File: src/rtl/pipe_pkg.sv
// Shared pipeline definitions.
// Purpose : result-source encodings, the memory-stage controller state
//           enum and a small memory-op decode helper. The writeback mux,
//           the hazard unit and the memory stage all import this package.
// Ports   : none (package).
package pipe_pkg;

  // Writeback result selection.
  typedef enum logic [1:0] {
    RES_ALU = 2'b00,
    RES_MEM = 2'b01,
    RES_PC4 = 2'b10
  } result_src_t;

  // Memory-stage controller states.
  typedef enum logic [1:0] {
    ST_IDLE = 2'b00,
    ST_BUSY = 2'b01,
    ST_DONE = 2'b10
  } mem_state_t;

  // An instruction touches data memory when it is a load or a store.
  function automatic logic is_mem_op(input logic [1:0] result_src,
                                     input logic       mem_write);
    return (result_src == RES_MEM) || mem_write;
  endfunction

endpackage

File: src/rtl/dmem_ctrl.sv
// Data-memory access controller for the memory stage.
// Purpose : IDLE/BUSY/DONE sequencer. A memory op captured into EX/MEM
//           moves the controller to BUSY, where the request is held until
//           the memory acks; the following DONE cycle lets the pipeline
//           advance again, and a new memory op may enter BUSY directly.
// Ports   : clk, rst        - clock, synchronous active-high reset
//           start           - execute presents a non-flushed memory op
//           start_store     - that op is a store
//           ack             - memory acknowledge (only looked at in BUSY)
//           capture         - EX/MEM register may load on this edge
//           busy            - controller is in BUSY (pipeline stall)
//           req, we         - registered memory request / write enable
module dmem_ctrl
  import pipe_pkg::*;
(
  input  logic clk,
  input  logic rst,
  input  logic start,
  input  logic start_store,
  input  logic ack,
  output logic capture,
  output logic busy,
  output logic req,
  output logic we
);

  mem_state_t state_r;
  mem_state_t next_state_s;
  logic       req_r;
  logic       we_r;
  logic       req_next_s;
  logic       we_next_s;

  // Next-state and next-request decode; req/we are registered so the
  // memory sees flop outputs that cannot glitch during an access.
  always_comb begin
    next_state_s = state_r;
    req_next_s   = 1'b0;
    we_next_s    = 1'b0;
    case (state_r)
      ST_IDLE, ST_DONE: begin
        if (start) begin
          next_state_s = ST_BUSY;
          req_next_s   = 1'b1;
          we_next_s    = start_store;
        end else begin
          next_state_s = ST_IDLE;
        end
      end
      ST_BUSY: begin
        if (ack) begin
          next_state_s = ST_DONE;
        end else begin
          next_state_s = ST_BUSY;
          req_next_s   = 1'b1;
          we_next_s    = we_r;
        end
      end
      default: begin
        next_state_s = ST_IDLE;
      end
    endcase
  end

  // State and request registers; reset abandons any access in flight.
  always_ff @(posedge clk) begin
    if (rst) begin
      state_r <= ST_IDLE;
      req_r   <= 1'b0;
      we_r    <= 1'b0;
    end else begin
      state_r <= next_state_s;
      req_r   <= req_next_s;
      we_r    <= we_next_s;
    end
  end

  assign busy    = (state_r == ST_BUSY);
  assign capture = ~busy;
  assign req     = req_r;
  assign we      = we_r;

endmodule

File: src/rtl/memory_stage.sv
// Memory stage of the in-order pipeline.
// Purpose : holds the EX/MEM pipeline register, issues data-memory loads
//           and stores through dmem_ctrl, stalls the front of the pipe
//           while an access waits for its ack, and latches load data.
// Ports   : clk, rst             - clock, synchronous active-high reset
//           *_e                  - instruction fields from execute
//           flush_i              - turn the instruction from execute into a bubble
//           *_m                  - registered fields to writeback
//           read_data_m          - last load data returned by memory
//           stall_o              - freeze fetch/decode/execute
//           dmem_*               - data-memory request/response interface
module memory_stage
  import pipe_pkg::*;
#(
  parameter int D_WIDTH = 32
) (
  input  logic               clk,
  input  logic               rst,
  input  logic               reg_write_e,
  input  logic [1:0]         result_src_e,
  input  logic               mem_write_e,
  input  logic [D_WIDTH-1:0] alu_result_e,
  input  logic [D_WIDTH-1:0] write_data_e,
  input  logic [4:0]         rd_e,
  input  logic [D_WIDTH-1:0] pc_plus_4e,
  input  logic               flush_i,
  output logic               reg_write_m,
  output logic [1:0]         result_src_m,
  output logic [4:0]         rd_m,
  output logic [D_WIDTH-1:0] alu_result_m,
  output logic [D_WIDTH-1:0] read_data_m,
  output logic [D_WIDTH-1:0] pc_plus_4m,
  output logic               stall_o,
  output logic               dmem_req_o,
  output logic               dmem_we_o,
  output logic [D_WIDTH-1:0] dmem_addr_o,
  output logic [D_WIDTH-1:0] dmem_wdata_o,
  input  logic               dmem_ack_i,
  input  logic [D_WIDTH-1:0] dmem_rdata_i
);

  logic               reg_write_r;
  logic [1:0]         result_src_r;
  logic               mem_write_r;
  logic [D_WIDTH-1:0] alu_result_r;
  logic [D_WIDTH-1:0] write_data_r;
  logic [4:0]         rd_r;
  logic [D_WIDTH-1:0] pc_plus_4_r;
  logic [D_WIDTH-1:0] read_data_r;

  logic start_s;
  logic capture_s;
  logic busy_s;
  logic req_s;
  logic we_s;
  logic load_ack_s;

  // A flushed instruction never starts an access, whatever it decodes as.
  assign start_s = ~flush_i & is_mem_op(result_src_e, mem_write_e);

  dmem_ctrl u_ctrl (
    .clk         (clk),
    .rst         (rst),
    .start       (start_s),
    .start_store (mem_write_e),
    .ack         (dmem_ack_i),
    .capture     (capture_s),
    .busy        (busy_s),
    .req         (req_s),
    .we          (we_s)
  );

  // EX/MEM pipeline register: loads whenever the stage is not stalled.
  always_ff @(posedge clk) begin
    if (rst) begin
      reg_write_r  <= 1'b0;
      result_src_r <= RES_ALU;
      mem_write_r  <= 1'b0;
      alu_result_r <= {D_WIDTH{1'b0}};
      write_data_r <= {D_WIDTH{1'b0}};
      rd_r         <= 5'd0;
      pc_plus_4_r  <= {D_WIDTH{1'b0}};
    end else if (capture_s) begin
      // Data fields are taken even for a bubble; only control is killed.
      alu_result_r <= alu_result_e;
      write_data_r <= write_data_e;
      pc_plus_4_r  <= pc_plus_4e;
      if (flush_i) begin
        reg_write_r  <= 1'b0;
        result_src_r <= RES_ALU;
        mem_write_r  <= 1'b0;
        rd_r         <= 5'd0;
      end else begin
        reg_write_r  <= reg_write_e;
        result_src_r <= result_src_e;
        mem_write_r  <= mem_write_e;
        rd_r         <= rd_e;
      end
    end
  end

  // Load data only changes on the ack of a load; stores leave it alone.
  assign load_ack_s = busy_s & dmem_ack_i & ~mem_write_r;

  // Load-data register.
  always_ff @(posedge clk) begin
    if (rst) begin
      read_data_r <= {D_WIDTH{1'b0}};
    end else if (load_ack_s) begin
      read_data_r <= dmem_rdata_i;
    end
  end

  assign reg_write_m  = reg_write_r;
  assign result_src_m = result_src_r;
  assign rd_m         = rd_r;
  assign alu_result_m = alu_result_r;
  assign pc_plus_4m   = pc_plus_4_r;
  assign read_data_m  = read_data_r;

  assign stall_o      = busy_s;
  assign dmem_req_o   = req_s;
  assign dmem_we_o    = we_s;
  // Address/data are forced to zero outside an access.
  assign dmem_addr_o  = req_s ? alu_result_r : {D_WIDTH{1'b0}};
  assign dmem_wdata_o = req_s ? write_data_r : {D_WIDTH{1'b0}};

endmodule
File: config.mk
export PLATFORM = sky130hd
export DESIGN_NAME = memory_stage
export DESIGN_NICKNAME = d
export VERILOG_FILES = /design/src/rtl/pipe_pkg.sv /design/src/rtl/dmem_ctrl.sv /design/src/rtl/memory_stage.sv
export SDC_FILE = /design/constraint.sdc
export NUM_CORES = 1
export LEC_CHECK = 0
export BUFFER_PORTS_ARGS = -buffer_cell sky130_fd_sc_hd__buf_2
export CORE_UTILIZATION = 41
export DETAILED_ROUTE_END_ITERATION = 6
export GPL_TIMING_DRIVEN = 0
export PLACE_DENSITY = 0.85
export SLEW_MARGIN = 20
export SYNTH_ARGS = -nofsm -noshare
export SYNTH_HDL_FRONTEND = slang
export SYNTH_HIERARCHICAL = 1
export SYNTH_SLANG_ARGS = --single-unit
File: constraint.sdc
create_clock -name clk -period 1.2 [get_ports clk]
set_input_delay 0.24 -clock clk [delete_from_list [all_inputs] [get_ports clk]]
set_output_delay 0.24 -clock clk [all_outputs]
set_load 0.02 [all_outputs]
After elaboration in Yosys (flattened, before gate mapping)
Cells that the tools add are included.
{"block": "word_totals", "ff_bits": 141, "latchBits": 0, "ram_bits": 0, "rom_bits": 0, "in_bits": 141, "mem_count": 0}
{"block": "op_classes", "n_addsub": 0, "mul": 0, "div_mod_pow": 0, "magnitude_cmp": 0, "eq_ne": 4, "n_shift": 0, "n_mux": 15, "bitwise": 5, "reduce_logical": 3}
{"op": "32-bit 2-to-1 mux", "n": 2}
{"op": "1-bit 2-to-1 mux", "n": 7}
{"op": "5-bit 2-to-1 mux", "n": 1}
{"op": "2-bit by 1-bit equality test with 1-bit output, second input constant", "n": 2}
{"op": "2-bit 2-to-1 mux", "n": 2}
{"op": "1-bit case mux with 2 select lines", "n": 2}
{"op": "2-bit case mux with 2 select lines", "n": 1}
{"op": "1-bit bitwise AND", "n": 3}
{"op": "2-bit equality test, second input constant", "n": 1}
{"op": "2-bit zero test", "n": 1}
{"op": "2-bit inequality test, second input constant", "n": 1}
{"op": "1-bit NOT", "n": 2}
{"op": "2-bit OR reduction", "n": 1}
{"op": "1-bit logical OR", "n": 1}

Longest topological paths before layout
{"block": "logic_depth", "word_depth": 5, "depth_mapped": 7, "ltp_nobuf": 4}

Hierarchy
The synthesis kept the hierarchy.
{"module": "memory_stage", "n_inst": 1, "cells_per_inst": 562, "area_each_um2": 5698.0, "seq_area_each_um2": 2742.6}
{"module": "dmem_ctrl", "n_inst": 1, "cells_per_inst": 12, "area_each_um2": 126.4, "seq_area_each_um2": 60.1}

Worst setup path before layout
OpenSTA, ideal clock, no wires.
{"block": "synth_timing", "path_type": "flip-flop to flip-flop", "start": "reg u_ctrl.state_r[0]", "end": "reg pc_plus_4_r[20], in the netlist pc_plus_4m[20]", "setup_time_ns": 0.117, "arrival_ns": 1.457, "required_ns": 1.083, "slack_ns": -0.374, "path_stages_with_launch": 8, "synth_period_minus_slack_ns": 1.574, "path_cell_list": "dfxtp_1 and2b_1 inv_1 buf_4 buf_8 buf_8 mux2i_1 nor2_1"}
{"block": "synth_between", "elab_chain_cells": 1}
{"item": "from (decl)", "line": "dmem_ctrl.sv:27", "text": "mem_state_t state_r;"}
{"item": "from (signal assigned)", "line": "dmem_ctrl.sv:72", "text": "state_r <= next_state_s;"}
{"item": "2-bit by 1-bit equality test with 1-bit output", "line": "dmem_ctrl.sv:78", "text": "assign busy = (state_r == ST_BUSY);"}
{"item": "via stall_o", "line": "memory_stage.sv:33", "text": "output logic stall_o,"}
{"item": "to (signal assigned)", "line": "memory_stage.sv:82", "text": "pc_plus_4_r <= {D_WIDTH{1'b0}};"}
{"item": "to (signal assigned)", "line": "memory_stage.sv:87", "text": "pc_plus_4_r <= pc_plus_4e;"}
{"item": "to (decl)", "line": "memory_stage.sv:48", "text": "logic [D_WIDTH-1:0] pc_plus_4_r;"}
The timed path passes the listed nets, and every way through them passes these cells.
A chain may end at the register's enable or synchronous reset.

Worst setup path in the final report
{"block": "layout_timing", "start": "reg u_ctrl.state_r[0]", "end": "reg pc_plus_4_r[20], in the netlist pc_plus_4m[20]"}
{"block": "layout_between", "elab_chain_cells": 1}
{"item": "2-bit by 1-bit equality test with 1-bit output", "line": "dmem_ctrl.sv:78"}
No other way between the ends.

==> impl_results.md <==
- Rel. slew slack: 75.2%
- Mapped Cells: 574
- Final Cycle Share: 135%
- RSZ-0062 raised after global routing: yes
- Worst hold path stage count: 3
- Layout net count: 1,078
- Largest net degree at the start of global routing: 17
- # diodes: 0
- Yosys warns: 6
- WL per Instance: 15.8 um
- Sequential share of power: 39.8%
- Die Height: 121 um
- Final clock skew: 0.00887 ns
- Clock Latency Late Sink: 0.41 ns
- CP Launch Type: flop
- CTS tree: yes
- Crit path max-delay cell type: dfxtp_4
- WL final: 17,800 um
- CTS Buf Count: 17
- Post-synth top area share: 48.1%
- CORE AREA: 13,900 um2
- Htree depth: 4
- Clock Sinks: 140
- Buffer depth of the longest clock path: 2
- Synth area leader: dfxtp_1
- Cell Area, Synth: 5820 um2
- Die W: 121 um
- Pwr Total: 12,800 uW
- DRC: 0
- Largest cells by area after synthesis: dfxtp_1 (48%), mux2i_1 (22%), nand2b_1 (8.1%)
- Gr usage total: 22.9%
- Starting Density: 42.0%
- Hold EP: pc_plus_4m[10]$_SDFFE_PP0P_
- Grt total ovfl: 0
- Most frequent cell after synthesis: dfxtp_1
- Top_reg_cell synth: dfxtp_1
- Most instantiated cells after synthesis: dfxtp_1 (140), mux2i_1 (128), nor2_1 (96)
- Hold Crit Start: pc_plus_4e[10]
- Final Hold Viols: 0
- FP Rows: 43
- Via Count: 5,328
- # setup viols final: 203
- Syn_nets: 715
- Slowest stage delay, CP: 0.35 ns
- Setup CP Type: reg2reg
- Tmin final: 1.62 ns
- Count of unique library cells instantiated by Yosys: 19
- Iteration-0 DRC Markers: 183
- Most used cell along the critical path: buf_12
- Status: finished, violations left
- Vias in the first global route: 5,129
- Crit. End Element: flop
- Power Density: 1350 nW/um2
- Register-to-Register Path Depth: 9
- Number of synthesized flops with an enable pin: 0
- Total net switching power: 3300 uW
- IO Pins: 312
- Violated checks: setup timing
- Vias/cell: 4.72
- Detailed placer's ending HPWL: 11,500 um
- CP Max Fanout: 5
- WP data arrival: 1.92 ns
- Measured slew at the worst slew-check pin: 0.372 ns
- Worst r2r dst: pc_plus_4m[20]$_SDFFE_PP0P_
- Layout cells sized above 1: 50.2%
- WHS: 0.0629 ns
- Critical R2R Launch: u_ctrl/state_r[0]$_SDFF_PP0_
- Initial antenna violation count: 0
- Final Max Tran Viols: 0
- Fillcell total: 1,064
- Setup WS post-layout: -0.423 ns
- Power share of the clock group: 42.3%
- Place WS: -0.308 ns
- Final ANT Viol Nets: 0
- Area of the multi-input gates: 2830 um2
- Pleak: 0.00506 uW
- Die area: 14,700 um2
- Int Pwr: 9530 uW
- Fmax: 616 MHz
- Worst ir drop on vdd: 0.000908 V
- Post-synth ARST share: 0%
- Area Overhead vs Synth: 63.1%
- Final Wtd Congestion: 0.758
- Clk root buf: clkbuf_16
- Syn avg cell area: 10.1 um2
- I/O Buffers: 311
- Max-cap violations: 0
- Drt first pass iters: 4
- Seq cells post-synth: 140
- TNS Setup: -69.83 ns
- First-pass GRT wire length: 25,600 um
- Worst hold-check path type: in2reg
- CP cell instances: buf_6, and2b_2, inv_2, buf_12, buf_12, buf_16, buf_12, mux2i_1, nor2_1
- Logic gate share of total power: 17.8%
- WP data required: 1.49 ns
- Sequential share of the synthesized area: 48.1%
- Reg clk slew, reported paths: 0.06 ns
- R2R setup slack: -0.42 ns
- Register area: 2830 um2
- Switching share of total power: 25.7%
-- repair_timing --
item | 4_1_cts | 5_1_grt
pin swaps | 2 | 33
buffers inserted | 18 | 12
gates cloned | 14 | 1
resized for setup | 93 | 160
endpoints found under the setup margin | 210 | 249
hold buffers | 0 | 0
-- critical path: cells and delay by family, from the launching register on --
family	cells	cell delay, ns
buffers and inverters	6	0.66
flip-flops	1	0.35
AND/OR/NAND/NOR	2	0.28
multiplexers	1	0.22
-- per-layer routing --
layer / vias to the layer above / global-route usage, % / routed length (um)
met1: 2490 / 25.8 / 7010
met4: 0 / 9.41 / 335
li1: 2600 / - / -
met2: 212 / 40.2 / 9110
met3: 26 / 6.48 / 1360
met5: - / 0 / 0
-- metrics by stage --
stage | area [um2] | std cells | util [%]
floorplan | 5860 | 574 | -
global placement | 7640 | 1065 | 55.0
detailed placement | 7640 | 1065 | 55.0
CTS | 9180 | 1128 | 66.1
global route | 9500 | 1130 | 68.4
finish | 9500 | 1130 | 68.4
-- power by group through the flow --
stage | clock (uW) | combinational [uW] | sequential, uW
2_1_floorplan | 0 | 858 | 5390
3_3_place_gp | 0 | 1730 | 5160
5_1_grt | 5750 | 2440 | 5140
4_1_cts | 5510 | 2210 | 5080
6_report | 5430 | 2290 | 5110
3_5_place_dp | 0 | 1750 | 5170
-- how the worst max path moves through the flow --
stage,start,endpoint,slack [ns],depth (start not counted)
2_1_floorplan,u_ctrl/state_r[0]$_SDFF_PP0_,pc_plus_4m[20]$_SDFFE_PP0P_,-0.20,7
3_3_place_gp,u_ctrl/state_r[0]$_SDFF_PP0_,dmem_addr_o[22],-0.27,4
3_5_place_dp,u_ctrl/state_r[1]$_SDFF_PP0_,alu_result_m[4]$_SDFFE_PP0P_,-0.31,7
4_1_cts,u_ctrl/state_r[0]$_SDFF_PP0_,dmem_addr_o[10],-0.45,4
5_1_grt,u_ctrl/state_r[0]$_SDFF_PP0_,pc_plus_4m[22]$_SDFFE_PP0P_,-0.51,9
6_report,u_ctrl/state_r[0]$_SDFF_PP0_,pc_plus_4m[20]$_SDFFE_PP0P_,-0.42,9
-- final cells by class --
| class | count | share of cell area [%] |
|---|---|---|
| multi-input cells | 390 | 29.8 |
| flip-flops and latches | 140 | 29.8 |
| repair buffers | 345 | 25.8 |
| plain buffers | 41 | 5.61 |
| clock buffers | 19 | 4.77 |
| well taps | 180 | 2.37 |
| clock inverters | 13 | 1.70 |
| inverters | 2 | 0.0791 |
-- cells in the final DEF (no fill, tap or decap), types with 2 or more instances in the layout --
cell and instances:
clkbuf_16 19, buf_16 5, mux2i_2 4, clkinv_4 2, nand2b_1 71, a21oi_2 6, inv_6 3, and2_1 40
clkbuf_1 5, buf_8 9, nand2b_4 4, buf_2 237, mux2i_1 123, clkinv_2 4, nand3b_1 10, clkbuf_8 2
buf_4 64, dfxtp_1 118, buf_12 29, bufinv_16 3, and2_4 24, buf_6 35, a21oi_1 6, nor2_1 95
dfxtp_2 21
-- cells by family after synthesis --
group	synth area share (%)
mux	22.0
buf+inv	5.63
compound gates	1.10
flops	48.1
simple gates	23.2
-- flip-flops by register name, summed over array words and instances (netlist names) --
name	count
alu_result_m	32
pc_plus_4m	32
read_data_m	32
write_data_r	32
rd_m	5
result_src_m	2
u_ctrl/state_r	2
mem_write_r	1
reg_write_m	1
u_ctrl/we	1
(Power assumes the default switching activity.)
